<file path="src/rtl/jtbubl_pkg.sv">
// Shared constants for the Bubble Bobble SDRAM slot arbiter: slot count,
// FSM state encoding, slot indices and the round-robin pick helper.
package jtbubl_pkg;

    localparam int SLOTS = 5;

    // Arbiter FSM states
    localparam logic [1:0] ST_IDLE = 2'd0;
    localparam logic [1:0] ST_REQ  = 2'd1;
    localparam logic [1:0] ST_WAIT = 2'd2;

    // Slot indices
    localparam logic [2:0] SLOT_MAIN  = 3'd0;
    localparam logic [2:0] SLOT_SUB   = 3'd1;
    localparam logic [2:0] SLOT_MCU   = 3'd2;
    localparam logic [2:0] SLOT_SOUND = 3'd3;
    localparam logic [2:0] SLOT_GFX   = 3'd4;

    // First pending slot strictly after 'last', wrapping 4 -> 0.
    // Scanning from the farthest candidate down lets the nearest one win.
    function automatic logic [2:0] rr_pick(input logic [SLOTS-1:0] pend,
                                           input logic [2:0]       last);
        logic [2:0] pick;
        logic [3:0] idx;
        pick = last;
        for (int k = SLOTS; k >= 1; k--) begin
            idx = {1'b0, last} + 4'(k);
            if (idx >= 4'd5) begin
                idx = idx - 4'd5;
            end else begin
                idx = idx;
            end
            if (pend[idx[2:0]]) begin
                pick = idx[2:0];
            end else begin
                pick = pick;
            end
        end
        return pick;
    endfunction

endpackage

</file>
<file path="src/rtl/jtbubl_slot_cache.sv">
// One-entry read cache for a single SDRAM slot: valid bit, tag and data word,
// plus the combinational hit compare against the slot's current address.
module jtbubl_slot_cache #(
    parameter int AW = 22
) (
    input  logic          clk,
    input  logic          rstn,
    input  logic          clr,
    input  logic          we,
    input  logic [AW-1:0] wr_addr,
    input  logic [31:0]   wr_data,
    input  logic [AW-1:0] rd_addr,
    output logic          hit,
    output logic [31:0]   data
);

    logic          valid_r;
    logic [AW-1:0] tag_r;
    logic [31:0]   data_r;

    // Valid bit: clear has priority so a fill during download stays invalid
    always_ff @(posedge clk or negedge rstn) begin
        if (!rstn) begin
            valid_r <= 1'b0;
        end else if (clr) begin
            valid_r <= 1'b0;
        end else if (we) begin
            valid_r <= 1'b1;
        end else begin
            valid_r <= valid_r;
        end
    end

    // Tag and data capture on every fill
    always_ff @(posedge clk or negedge rstn) begin
        if (!rstn) begin
            tag_r  <= '0;
            data_r <= 32'd0;
        end else if (we) begin
            tag_r  <= wr_addr;
            data_r <= wr_data;
        end else begin
            tag_r  <= tag_r;
            data_r <= data_r;
        end
    end

    assign hit  = valid_r & (tag_r == rd_addr);
    assign data = data_r;

endmodule

</file>
<file path="src/rtl/jtbubl_slot_arb.sv">
// Five-slot SDRAM read arbiter with one-entry caches per slot, round-robin
// grants, download invalidation, refresh window and CPU start gating.
module jtbubl_slot_arb
    import jtbubl_pkg::*;
#(
    parameter int         AW         = 22,
    parameter logic [4:0] START_MASK = 5'b01111
) (
    input  logic          clk,
    input  logic          rstn,
    input  logic          downloading,
    input  logic          slot0_cs,
    input  logic          slot1_cs,
    input  logic          slot2_cs,
    input  logic          slot3_cs,
    input  logic          slot4_cs,
    input  logic [AW-1:0] slot0_addr,
    input  logic [AW-1:0] slot1_addr,
    input  logic [AW-1:0] slot2_addr,
    input  logic [AW-1:0] slot3_addr,
    input  logic [AW-1:0] slot4_addr,
    output logic          slot0_ok,
    output logic          slot1_ok,
    output logic          slot2_ok,
    output logic          slot3_ok,
    output logic          slot4_ok,
    output logic [31:0]   slot0_dout,
    output logic [31:0]   slot1_dout,
    output logic [31:0]   slot2_dout,
    output logic [31:0]   slot3_dout,
    output logic [31:0]   slot4_dout,
    output logic          sdram_req,
    output logic [AW-1:0] sdram_addr,
    input  logic          sdram_ack,
    input  logic          data_rdy,
    input  logic [31:0]   data_read,
    output logic          refresh_en,
    output logic          cpu_start
);

    logic [1:0]       state_r;
    logic [2:0]       slot_r;
    logic [2:0]       ptr_r;
    logic             sdram_req_r;
    logic [AW-1:0]    sdram_addr_r;
    logic             cpu_start_r;
    logic             live_r;

    logic [SLOTS-1:0] cs_s;
    logic [SLOTS-1:0] hit_s;
    logic [SLOTS-1:0] ok_s;
    logic [SLOTS-1:0] pend_s;
    logic             any_pend_s;
    logic             fill_s;
    logic [2:0]       grant_s;
    logic [AW-1:0]    addr_s [SLOTS];
    logic [31:0]      data_s [SLOTS];

    // Gather the per-slot ports into indexable vectors
    always_comb begin
        cs_s      = {slot4_cs, slot3_cs, slot2_cs, slot1_cs, slot0_cs};
        addr_s[0] = slot0_addr;
        addr_s[1] = slot1_addr;
        addr_s[2] = slot2_addr;
        addr_s[3] = slot3_addr;
        addr_s[4] = slot4_addr;
    end

    // Miss detection, fill strobe and round-robin grant selection
    always_comb begin
        ok_s       = cs_s & hit_s;
        pend_s     = cs_s & ~hit_s & {SLOTS{~downloading}};
        any_pend_s = |pend_s;
        fill_s     = data_rdy & ((state_r == ST_WAIT) |
                                 ((state_r == ST_REQ) & sdram_ack));
        grant_s    = rr_pick(pend_s, ptr_r);
    end

    genvar gi;
    generate
        for (gi = 0; gi < SLOTS; gi++) begin : g_cache
            jtbubl_slot_cache #(.AW(AW)) u_cache (
                .clk     (clk),
                .rstn    (rstn),
                .clr     (downloading),
                .we      (fill_s & (slot_r == 3'(gi))),
                .wr_addr (sdram_addr_r),
                .wr_data (data_read),
                .rd_addr (addr_s[gi]),
                .hit     (hit_s[gi]),
                .data    (data_s[gi])
            );
        end
    endgenerate

    // Arbiter FSM: grant in IDLE, hold request until ack, wait for data
    always_ff @(posedge clk or negedge rstn) begin
        if (!rstn) begin
            state_r      <= ST_IDLE;
            slot_r       <= 3'd0;
            ptr_r        <= 3'd4;
            sdram_req_r  <= 1'b0;
            sdram_addr_r <= '0;
        end else begin
            case (state_r)
                ST_IDLE: begin
                    if (any_pend_s) begin
                        slot_r       <= grant_s;
                        sdram_addr_r <= addr_s[grant_s];
                        sdram_req_r  <= 1'b1;
                        state_r      <= ST_REQ;
                    end else begin
                        state_r      <= ST_IDLE;
                    end
                end
                ST_REQ: begin
                    if (sdram_ack) begin
                        sdram_req_r <= 1'b0;
                        if (data_rdy) begin
                            // ack and data together: treat as ack then data
                            ptr_r   <= slot_r;
                            state_r <= ST_IDLE;
                        end else begin
                            state_r <= ST_WAIT;
                        end
                    end else begin
                        state_r <= ST_REQ;
                    end
                end
                ST_WAIT: begin
                    if (data_rdy) begin
                        ptr_r   <= slot_r;
                        state_r <= ST_IDLE;
                    end else begin
                        state_r <= ST_WAIT;
                    end
                end
                default: begin
                    sdram_req_r <= 1'b0;
                    state_r     <= ST_IDLE;
                end
            endcase
        end
    end

    // Marks the first clock after reset release; gates the refresh window
    always_ff @(posedge clk or negedge rstn) begin
        if (!rstn) begin
            live_r <= 1'b0;
        end else begin
            live_r <= 1'b1;
        end
    end

    // Sticky CPU start once every required slot hits in the same cycle
    always_ff @(posedge clk or negedge rstn) begin
        if (!rstn) begin
            cpu_start_r <= 1'b0;
        end else if (!downloading && ((ok_s & START_MASK) == START_MASK)) begin
            cpu_start_r <= 1'b1;
        end else begin
            cpu_start_r <= cpu_start_r;
        end
    end

    assign refresh_en = live_r & (state_r == ST_IDLE) & ~any_pend_s;
    assign cpu_start  = cpu_start_r;
    assign sdram_req  = sdram_req_r;
    assign sdram_addr = sdram_addr_r;

    assign slot0_ok   = ok_s[0];
    assign slot1_ok   = ok_s[1];
    assign slot2_ok   = ok_s[2];
    assign slot3_ok   = ok_s[3];
    assign slot4_ok   = ok_s[4];
    assign slot0_dout = data_s[0];
    assign slot1_dout = data_s[1];
    assign slot2_dout = data_s[2];
    assign slot3_dout = data_s[3];
    assign slot4_dout = data_s[4];

endmodule

</file>
<file path="config.mk">
export PLATFORM = sky130hd
export DESIGN_NAME = jtbubl_slot_arb
export DESIGN_NICKNAME = d
export VERILOG_FILES = /design/src/rtl/jtbubl_pkg.sv /design/src/rtl/jtbubl_slot_cache.sv /design/src/rtl/jtbubl_slot_arb.sv
export SDC_FILE = /design/constraint.sdc
export NUM_CORES = 1
export LEC_CHECK = 0
export CORE_MARGIN = 2
export CORE_UTILIZATION = 40
export DETAILED_ROUTE_END_ITERATION = 10
export GPL_ROUTABILITY_DRIVEN = 0
export GPL_TIMING_DRIVEN = 0
export PLACE_DENSITY = 0.75
export SKIP_CTS_REPAIR_TIMING = 1
export SLEW_MARGIN = 20
export SYNTH_ARGS = -nofsm -noshare
export SYNTH_HDL_FRONTEND = slang
export SYNTH_HIERARCHICAL = 1
export SYNTH_SLANG_ARGS = --single-unit
</file>
<file path="constraint.sdc">
create_clock -name clk -period 5 [get_ports clk]
set_clock_uncertainty 0.1 [all_clocks]
set_input_delay 0.75 -clock clk [delete_from_list [all_inputs] [get_ports clk]]
set_output_delay 0.75 -clock clk [all_outputs]
set_load 0.005 [all_outputs]
</file>
Word level (Yosys, flattened, before mapping) --
Cells that the tools add are included.
Storage, ports and cells: output and inout bits 190, input bits 152, logic and storage cells 137, bits in registers 308
Operators by class: bitwise operators 23, eq/ne operators 14, muxes and demuxes 43, add/subtract/negate cells 10, reductions and logical operators 14, $lt $le $gt $ge 11
Operators by type and width (number):
- $eq 22x22->1 | 5
- $bmux 22 s3 | 1
- $mux 22 | 2
- $mux 3 | 12
- $ge 4x3->1 const B | 5
- $lt 3x4->1 const B | 5
- $mux 1 | 18
- $and 5x5->5 | 3
- $bmux 1 s3 | 5
- $sub 3x3->3 const B | 5
- $and 1x1->1 | 14
- $reduce_bool 2->1 | 6
- $add 3x2->4 const B | 2
- $add 3x3->4 const B | 2
- $eq 3x2->1 const B | 2
- $pmux 2 s3 | 1
- $pmux 3 s2 | 1
- $not 5->5 | 1
- $reduce_or 5->1 | 1
- $add 3x1->4 const B | 1
- $eq 4x4->1 const B | 1
- $ge 4x4->1 const B | 1
- $mux 2 | 2
- $ne 2x2->1 const B | 2
- 14 further kinds | 17

Depth between registers and ports, before layout --
Gate-level depths: netlist of run 1.
depth after elaboration 16, mapped depth 16, depth with buffers taken out 13

Modules after synthesis --
Netlist of run 1, hierarchy kept.
By module, submodules not included:
- jtbubl_slot_cache | area each 2307.2 um^2, instances 5, cells each 147
- jtbubl_slot_arb | area each 3673.5 um^2, instances 1, cells each 454

Worst setup path after synthesis of run 1 --
No wires, ideal clock.
path kind reg2reg, from reg ptr_r[0], to reg sdram_addr_r[10] (netlist: sdram_addr[10]), path buffers 3, data required time 4.765 ns, stages on the path, launching flop included 17, setup slack 1.385 ns, data arrival time 3.380 ns, clock period less this slack 3.615 ns, cells stage by stage dfrtp_1 buf_6 inv_2 ha_1 inv_1 fa_1 a21oi_1 mux2_2 o22ai_1 o21ai_1 a211o_1 nand2_1 buf_2 clkbuf_1 a21oi_1 a32oi_1 o211ai_1
On the way: longest elaborated chain between the ends 14
Ends and longest elaborated chain:
- start, declared | RTL line jtbubl_slot_arb.sv:43 | logic [2:0] ptr_r;
- start signal, assigned | RTL line jtbubl_slot_arb.sv:121 | ptr_r <= slot_r;
- start signal, assigned | RTL line jtbubl_slot_arb.sv:132 | ptr_r <= slot_r;
- $add 3x3->4 | RTL line jtbubl_pkg.sv:27 | idx = {1'b0, last} + 4'(k);
- $ge 4x3->1 / $sub 3x3->3 (equally long branches) | RTL line jtbubl_pkg.sv:28, jtbubl_pkg.sv:29
- $mux 3 | RTL line jtbubl_pkg.sv:28 | if (idx >= 4'd5) begin
- $bmux 1 s3 | RTL line jtbubl_pkg.sv:33 | if (pend[idx[2:0]]) begin
- $mux 1 (not written as such) | RTL line jtbubl_pkg.sv:33
- $mux 3 (4 in a row) | RTL line jtbubl_pkg.sv:33
- $mux 3 (*) | RTL line jtbubl_pkg.sv:33
- $not 3->4 (not written as such) (*) | RTL line jtbubl_slot_arb.sv:109 | sdram_addr_r <= addr_s[grant_s];
- $bmux 22 s3 (*) | RTL line jtbubl_slot_arb.sv:109
- $mux 22 (not written as such) (*) (2 in a row) | RTL line jtbubl_slot_arb.sv:109
- end signal, assigned | RTL line jtbubl_slot_arb.sv:109
- end, declared | RTL line jtbubl_slot_arb.sv:45 | logic [AW-1:0] sdram_addr_r;
Mark *: on every way between the ends. The rest lies on a longest branch, timed or not. The select of a mux whose other input is x is not followed. A chain may end at the register's enable or synchronous reset.

Worst setup path in the final report of run 1 --
from in slot4_addr[11], to out refresh_en
On the way: longest elaborated chain between the ends 8
Ends and longest elaborated chain:
- start, declared | RTL line jtbubl_slot_arb.sv:21 | input logic [AW-1:0] slot4_addr,
- $eq 22x22->1 | RTL line jtbubl_slot_cache.sv:48 | assign hit = valid_r & (tag_r == rd_addr);
- $and 1x1->1 | RTL line jtbubl_slot_cache.sv:48
- via hit_s[4] | RTL line jtbubl_slot_arb.sv:50 | logic [SLOTS-1:0] hit_s;
- $not 5->5 | RTL line jtbubl_slot_arb.sv:72 | pend_s = cs_s & ~hit_s & {SLOTS{~downloading}};
- $and 5x5->5 (2 in a row) | RTL line jtbubl_slot_arb.sv:72
- $reduce_or 5->1 | RTL line jtbubl_slot_arb.sv:73 | any_pend_s = |pend_s;
- $not 1->1 | RTL line jtbubl_slot_arb.sv:166 | assign refresh_en = live_r & (state_r == ST_IDLE) & ~any_pend_s;
- $and 1x1->1 | RTL line jtbubl_slot_arb.sv:166
- end, declared | RTL line jtbubl_slot_arb.sv:37 | output logic refresh_en,
The timed path passes the listed nets, and every way through them passes these cells.

==> results of run 1 <==
==> logic make-up (layout without fill, tap and decap cells) <==
kind of cell,Yosys count,count (layout)
buffers and inverters,79,487
AO/OA/AOI/OAI,169,169
adder cells (fa/ha/maj),10,10
flip-flops,308,308
other,1,3
multiplexers,304,304
XOR/XNOR,115,115
AND/OR/NAND/NOR,203,203
==> power groups by stage <==
stage	logic [µW]	clock network (µW)	registers, µW
6_report	7540	2670	4310
5_1_grt	7940	2830	4440
3_3_place_gp	7210	0	4280
2_1_floorplan	4030	0	4200
4_1_cts	7400	2720	4300
3_5_place_dp	7340	0	4330
==> state kept, by name, summed over array words and instances (netlist names) <==
register and flops:
g_cache.u_cache/data 160, g_cache.u_cache/tag_r 110, sdram_addr 22, g_cache.u_cache/valid_r 5
ptr_r 3, slot_r 3, state_r 2, cpu_start 1
live_r 1, sdram_req 1
==> path summary, 6_finish.rpt <==
kind	startpoint	end	cells after the start
hold reg to reg	cpu_start	cpu_start	1
min in group clk	cpu_start	cpu_start	1
hold / removal	rstn	g_cache[0].u_cache/data[3]	1
max in group asynchronous	rstn	ptr_r[2]	3
setup reg to reg	ptr_r[1]	sdram_addr[8]	14
setup / recovery	slot4_addr[11]	refresh_en	9
==> cell usage in the layout, fill, tap and decap left out, drive strengths merged, types with 17 or more instances in the layout <==
cell type | synthesis | final
nor4 | 18 | 18
nand2 | 39 | 39
nor2 | 31 | 31
mux2 | 274 | 274
buf | 48 | 52
xnor2 | 38 | 38
a21boi | 22 | 22
dfrtp | 307 | 307
a32oi | 22 | 22
nor3 | 19 | 19
and3 | 26 | 26
nand4 | 17 | 17
xor2 | 77 | 77
o211ai | 48 | 48
clkdlybuf4s50 | 0 | 340
mux2i | 30 | 30
clkbuf | 23 | 77
a21oi | 35 | 35
==> layout make-up <==
type / count / area [µm²]
sequential: 308 / 7710
timing repair buffer: 344 / 3500
clock inverter: 10 / 123
tap: 511 / 639
multi-input combinational: 802 / 6970
inverter: 8 / 30.0
clock buffer: 54 / 1070
fill: 3136 / 17000
buffer: 71 / 528
antenna: 2 / 5.00
==> per-layer routing <==
metal / vias to the layer above / part of all wire / wire length (µm) / global-route usage
met5: - / 0.0011 / 56 / 0
met4: 8 / 0.036 / 1770 / 0.0998
met3: 125 / 0.10 / 5190 / 0.0910
met2: 550 / 0.46 / 22900 / 0.397
met1: 5772 / 0.40 / 19600 / 0.314
li1: 5108 / - / - / -
==> per-stage QoR <==
step	area, µm²	hold WS (ns)	setup slack (ns)	std cells	util
floorplan	15200	0.354	1.39	1189	-
global placement	19300	0.349	-10.10	2041	0.513
detailed placement	19400	0.362	-0.626	2044	0.515
CTS	20500	0.0138	-0.311	2108	0.547
global route	20600	0.0269	-0.0200	2109	0.547
finish	20600	0.0218	0.0413	2110	0.548
==> reports/results.txt, run 1 <==
status: completed
global-route wire length before repair: 74.1 mm
routed length per instance: 23.5 µm
Site Rows: 71
# DRC: 0
initial core utilization: 0.405
clock network power share: 0.184
RSZ-0062 raised after global routing: true
Final Hold Vio Count: 0
Pre-Repair DR Iteration Count: 5
CP Class: in -> out
DRT iter0 DRCs: 899
CTS Root Buffer Type: clkbuf_16
reg2reg setup slack: 0.28 ns
fmax: 202 MHz
Avg Cell Area, Syn: 12.8 µm²
ranking of synthesized cells by area: dfrtp_1, mux2_1, mux2_2
complex-gate fraction of the synthesized area: 0.0817
adder and majority cell fraction of the synthesized area: 0.00872
Crit path max-delay family: simple AND/OR/NAND/NOR gates
Netlist cell types: 69
worst min path class: in -> async
crit end category: primary output
Post-synth top cells: dfrtp_1, mux2_1, xor2_1, mux2_2, o211ai_1
area of the die: 39600 µm²
port bufs: 341
Post-Syn Nets: 1351
Routed Antenna Nets: 0
Final Cycle Share: 0.992
mapped cell area: 15200 µm²
number of clock sinks: 308
post-synthesis sequential area ratio: 0.507
Synth Area in XOR/XNOR: 0.0662
Placeable Area: 37600 µm²
CTS tree: done
fin crit period: 4.96 ns
Synth Area in Simple Gates: 0.0773
register share of total power: 0.297
Clock transition at path regs: 0.06 ns
Die Ht: 199 µm
slew margin rel.: 0.434
crit path max fanout: 5
area delta synth->final: 35.3%
post-synth top area share: 0.505
clock buffer count from CTS: 36
vias in the first global route: 12100
sw frac: 0.408
die width: 199 µm
Syn Inst Count: 1189
Total Power: 14500 µW
Nets: 1733
mux cell area share after synthesis: 0.223
largest net degree at the start of global routing: 105
# H-tree levels: 2
Worst-Skew Late Latency: 0.55 ns
CP cell instances: clkdlybuf4s50_1 -> xor2_1 -> nor4_1 -> nand4_1 -> nor3_2 -> nor3b_1 -> nor4_4 -> and3_1 -> clkdlybuf4s50_1
CTS max path bufs: 3
Post-synth ARST share: 1.00
CP peak stage delay: 0.65 ns
Crit-path slowest cell: nor4_1
Crit path arrival time: 4.11 ns
Global Route Usage Sum: 0.251
CP required: 4.15 ns
EDFF count, synth: 0
most frequent CP cell: clkdlybuf4s50_1
logic gate share of total power: 0.519
Buf/Inv on CP: 2
slew at the pin with the worst max-slew slack: 0.847 ns
Switching Power: 5930 µW
max-cap viol count: 0
most common cell in the netlist: dfrtp_1
Yosys Warn Count: 6
# IOs: 342
Seq cells post-synth: 308
WL final: 49.6 mm
type of origin of the critical path: primary input
Peak VDD IR: 564 µV
Synth Flop Type: dfrtp_1
Slew Limit Fails: 0
Pint: 8580 µW
TNS Setup: 0 ns
layout cells sized above 1: 0.132
main combinational cell family by area after synthesis: multiplexers
Power Dens Cells: 705 nW/µm²
setup violators final: 0
HPWL after DPL: 36.1 mm
Lkg Pwr: 0.00897 µW
antenna violations before repair: 8
largest area contributor in the netlist: dfrtp_1
via/cell ratio: 5.48
grt ovf: 0
via count: 11600
Power figures use the tool's default switching activity.
==> run 2: changes to the inputs <==
--- a/config.mk
+++ b/config.mk
@@ -8,7 +8,7 @@
 export CORE_MARGIN = 2
 export CORE_UTILIZATION = 40
 export DETAILED_ROUTE_END_ITERATION = 10
-export GPL_ROUTABILITY_DRIVEN = 0
+export GPL_ROUTABILITY_DRIVEN = 1
 export GPL_TIMING_DRIVEN = 0
 export PLACE_DENSITY = 0.75
 export SKIP_CTS_REPAIR_TIMING = 1
==> constraint.sdc (replaced) <==
create_clock -name clk -period 5.1 [get_ports clk]
set_clock_uncertainty 0.1 [all_clocks]
set_input_delay 0.765 -clock clk [delete_from_list [all_inputs] [get_ports clk]]
set_output_delay 0.765 -clock clk [all_outputs]
set_load 0.005 [all_outputs]
==> reports/results.txt, run 2 (synthesis results as in run 1) <==
RSZ-0062 raised after global routing: false
global-route wire length before repair: 74.5 mm
TNS Setup: 0 ns
largest net degree at the start of global routing: 93
Crit-path slowest cell: nor4_1
Slew Limit Fails: 0
area of the die: 39600 µm²
number of clock sinks: 308
vias in the first global route: 12100
port bufs: 341
via/cell ratio: 5.49
dpl cells: 2044
Pre-Repair DR Iteration Count: 7
Final Cycle Share: 0.985
max FFs per register: 160
fmax: 199 MHz
Crit path arrival time: 4.16 ns
Placeable Area: 37600 µm²
antenna violations before repair: 9
Power Dens Cells: 693 nW/µm²
# IOs: 342
slew margin rel.: 0.392
status: completed
Lkg Pwr: 0.00901 µW
routed length per instance: 23.7 µm
Die Ht: 199 µm
Global Route Usage Sum: 0.254
max-cap viol count: 0
Clock transition at path regs: 0.05 ns
area occupied by multi-input gates: 6980 µm²
Site Rows: 71
crit end category: primary output
non-filler cells, final: 2112
DRT iter0 DRCs: 907
most frequent CP cell: clkdlybuf4s50_1
HPWL after DPL: 36.8 mm
die width: 199 µm
area delta synth->final: 35.8%
grt ovf: 0
layout cells sized above 1: 0.135
slew at the pin with the worst max-slew slack: 0.907 ns
CTS Root Buffer Type: clkbuf_16
Total Power: 14300 µW
fin crit period: 5.02 ns
final RePlAce weighted congestion: 0.906
Nets: 1732
# H-tree levels: 2
final worst slack: 0.0772 ns
most frequent cells in the layout: clkdlybuf4s50_1, dfrtp_1, mux2_1, xor2_1, mux2_2
pre-CTS setup slack: -0.544 ns
CP peak stage delay: 0.70 ns
CP required: 4.24 ns
worst min path class: in -> async
CP Class: in -> out
clock buffer count from CTS: 36
Worst-Skew Late Latency: 0.55 ns
setup violators final: 0
FILL cells: 3138
initial core utilization: 0.405
CTS tree: done
FF+latch area: 7710 µm²
Peak VDD IR: 445 µV
Final Hold Vio Count: 0
crit path max fanout: 5
type of origin of the critical path: primary input
most common cell after layout, fill and taps aside: clkdlybuf4s50_1
CP cell instances: clkdlybuf4s50_1 -> xor2_1 -> nor4_1 -> nand4_1 -> nor3_2 -> nor3b_1 -> nor4_4 -> and3_1 -> clkdlybuf4s50_1
hold_ws: 0.0487 ns
Routed Antenna Nets: 0
WL final: 50.0 mm
# DRC: 0
via count: 11600
CTS max path bufs: 3
==> run 2: cell count changes in the layout (fill, tap and decap cells not counted), moves of 2 or more <==
cell / change
clkbuf_8: +3
inv_6: -3
clkbuf_2: -2
clkbuf_1: -3
clkinv_2: +3
==> run 2: metrics by stage <==
stage,instance area (µm²),util
3_5_place_dp,19400,0.515
3_3_place_gp,19300,0.513
5_1_grt,20700,0.550
2_1_floorplan,15200,-
6_report,20700,0.550
4_1_cts,20600,0.549
==> run 2: per-layer routing <==
layer	track usage	wire length (µm)	part of all wire
met3	0.0949	5480	0.11
met5	0	68	0.0014
met4	0.103	1870	0.037
met2	0.398	22700	0.45
met1	0.317	19900	0.40
==> run 2: area by class of cell <==
class / instances / share of cell area
clock buffers: 54 / 0.0543
flip-flops and latches: 308 / 0.373
inverters: 8 / 0.00145
repair buffers: 344 / 0.169
multi-input cells: 802 / 0.338
well taps: 511 / 0.0309
clock inverters: 12 / 0.00757
diodes: 3 / 0.000363
plain buffers: 70 / 0.0253
==> run 2: critical path: cells and delay by family <==
family	cells	cell delay (ns)
AND/OR/NAND/NOR	6	2.20
buffers and inverters	2	0.99
XOR/XNOR	1	0.19
==> run 2: report_power, final <==
part | switching, µW | total [µW] | leakage (µW) | internal, µW
combinational | 3990 | 7360 | 0.00444 | 3370
clock | 1050 | 2730 | 0.000631 | 1680
sequential | 757 | 4230 | 0.00394 | 3470
total | 5800 | 14300 | 0.00901 | 8530
==> run 2: path summary, 6_finish.rpt <==
path | from | end | slack (ns) | cells after the start
max | slot4_addr[11] | refresh_en | 0.08 | 9
min | rstn | g_cache[1].u_cache/data[1] | 0.05 | 1
max reg2reg | ptr_r[1] | sdram_addr[12] | 0.42 | 14
min reg2reg | cpu_start | cpu_start | 0.37 | 1
max in group asynchronous | rstn | g_cache[2].u_cache/data[29] | 3.66 | 3
min in group clk | cpu_start | cpu_start | 0.37 | 1
==> run 3: changes to the inputs <==
--- a/config.mk
+++ b/config.mk
@@ -5,7 +5,7 @@
 export SDC_FILE = /design/constraint.sdc
 export NUM_CORES = 1
 export LEC_CHECK = 0
-export CORE_MARGIN = 2
+export CORE_MARGIN = 5
 export CORE_UTILIZATION = 40
 export DETAILED_ROUTE_END_ITERATION = 10
 export GPL_ROUTABILITY_DRIVEN = 1
==> reports/results.txt, run 3 (synthesis results as in run 1) <==
worst min path class: in -> async
area delta synth->final: 35.4%
register share of total power: 0.297
final RePlAce weighted congestion: 0.943
layout cells sized above 1: 0.131
Site Rows: 71
placed cell area: 19400 µm²
met1 GRT Util: 0.306
# DRC: 0
WL final: 50.8 mm
area of the die: 42000 µm²
Nets: 1733
type of origin of the critical path: primary input
max-cap viol count: 0
CTS max path bufs: 3
max FFs per register: 160
fmax: 203 MHz
initial core utilization: 0.405
CP required: 4.24 ns
HPWL after DPL: 37.6 mm
final instance area: 20600 µm²
most frequent cells in the layout: clkdlybuf4s50_1, dfrtp_1, mux2_1, xor2_1, mux2_2
die width: 205 µm
fin crit period: 4.93 ns
dpl cells: 2044
antenna violations before repair: 8
non-filler cells, final: 2110
Placeable Area: 37600 µm²
number of clock sinks: 308
DRT iter0 DRCs: 783
status: completed
Clock transition at path regs: 0.06 ns
Peak VDD IR: 509 µV
Routed Antenna Nets: 0
logic gate share of total power: 0.517
# H-tree levels: 2
slew at the pin with the worst max-slew slack: 1.06 ns
grt ovf: 0
clock buffer count from CTS: 36
pre-CTS setup slack: -0.514 ns
Worst-Skew Late Latency: 0.54 ns
slew margin rel.: 0.290
Slew Limit Fails: 0
Final Cycle Share: 0.966
clock network power share: 0.186
FILL cells: 3160
vias in the first global route: 12400
RSZ-0062 raised after global routing: false
CP Class: in -> out
global route hottest layer: met2
via count: 11600
final worst slack: 0.174 ns
largest net degree at the start of global routing: 86
crit end category: primary output
Global Route Usage Sum: 0.240
Pre-Repair DR Iteration Count: 5
Power Dens Cells: 692 nW/µm²
crit path max fanout: 5
routing usage on met3: 0.0847
via/cell ratio: 5.51
Final Hold Vio Count: 0
setup violators final: 0
CTS tree: done
global-route wire length before repair: 76.9 mm
Crit path arrival time: 4.06 ns
Switching Power: 5780 µW
CTS Root Buffer Type: clkbuf_16
most common cell after layout, fill and taps aside: clkdlybuf4s50_1
Pint: 8470 µW
Die Ht: 205 µm
# IOs: 342
sw frac: 0.406
port bufs: 341
routed length per instance: 24.1 µm
final core occ: 0.548
met2 usage: 0.382
Lkg Pwr: 0.00898 µW
run 3: worst paths after layout:
kind                            cells past startpoint           start  slack (ns)                          end
worst max-delay path                                9  slot4_addr[20]        0.17                   refresh_en
worst min-delay path                                1            rstn         0.1   g_cache[3].u_cache/data[4]
worst max register to register                     14        ptr_r[1]        0.22                sdram_addr[8]
worst min register to register                      1       cpu_start        0.37                    cpu_start
max in group asynchronous                           3            rstn        3.63  g_cache[0].u_cache/data[12]
min in group clk                                    1       cpu_start        0.37                    cpu_start
run 3: area by class of cell:
type / instances / area, µm² / share of cell area
well taps: 511 / 639 / 0.0310
inverters: 8 / 30.0 / 0.00146
plain buffers: 71 / 528 / 0.0256
multi-input cells: 802 / 6970 / 0.338
flip-flops and latches: 308 / 7710 / 0.374
repair buffers: 344 / 3500 / 0.170
diodes: 3 / 7.51 / 0.000364
clock buffers: 50 / 1030 / 0.0498
clock inverters: 13 / 186 / 0.00905
run 3: through the flow:
step | power (µW) | setup TNS [ns] | hold WS [ns]
after floorplan | 8070 | 0 | 0.360
after global placement | 11300 | -3073.15 | 0.349
after detailed placement | 11500 | -10.63 | 0.365
after CTS | 14200 | -0.196 | 0.120
after global routing | 15000 | 0 | 0.142
final | 14200 | 0 | 0.0962
run 3: power by group through the flow:
| stage | combinational, µW | sequential (µW) | clock, µW |
|---|---|---|---|
| 6_report | 7370 | 4230 | 2650 |
| 3_3_place_gp | 7120 | 4190 | 0 |
| 2_1_floorplan | 3950 | 4120 | 0 |
| 4_1_cts | 7270 | 4230 | 2710 |
| 5_1_grt | 7830 | 4360 | 2810 |
| 3_5_place_dp | 7220 | 4240 | 0 |
run 3: critical path: stages:
cell,delay (ns)
clkdlybuf4s50_1,0.46
xor2_1,0.20
nor4_1,0.63
nand4_1,0.28
nor3_2,0.29
nor3b_1,0.23
nor4_4,0.44
and3_1,0.23
clkdlybuf4s50_1,0.53
run 3: per-layer routing:
metal | vias up | part of all wire
met5 | - | 0.0011
li1 | 5112 | -
met2 | 547 | 0.46
met4 | 10 | 0.029
met3 | 97 | 0.10
met1 | 5861 | 0.40
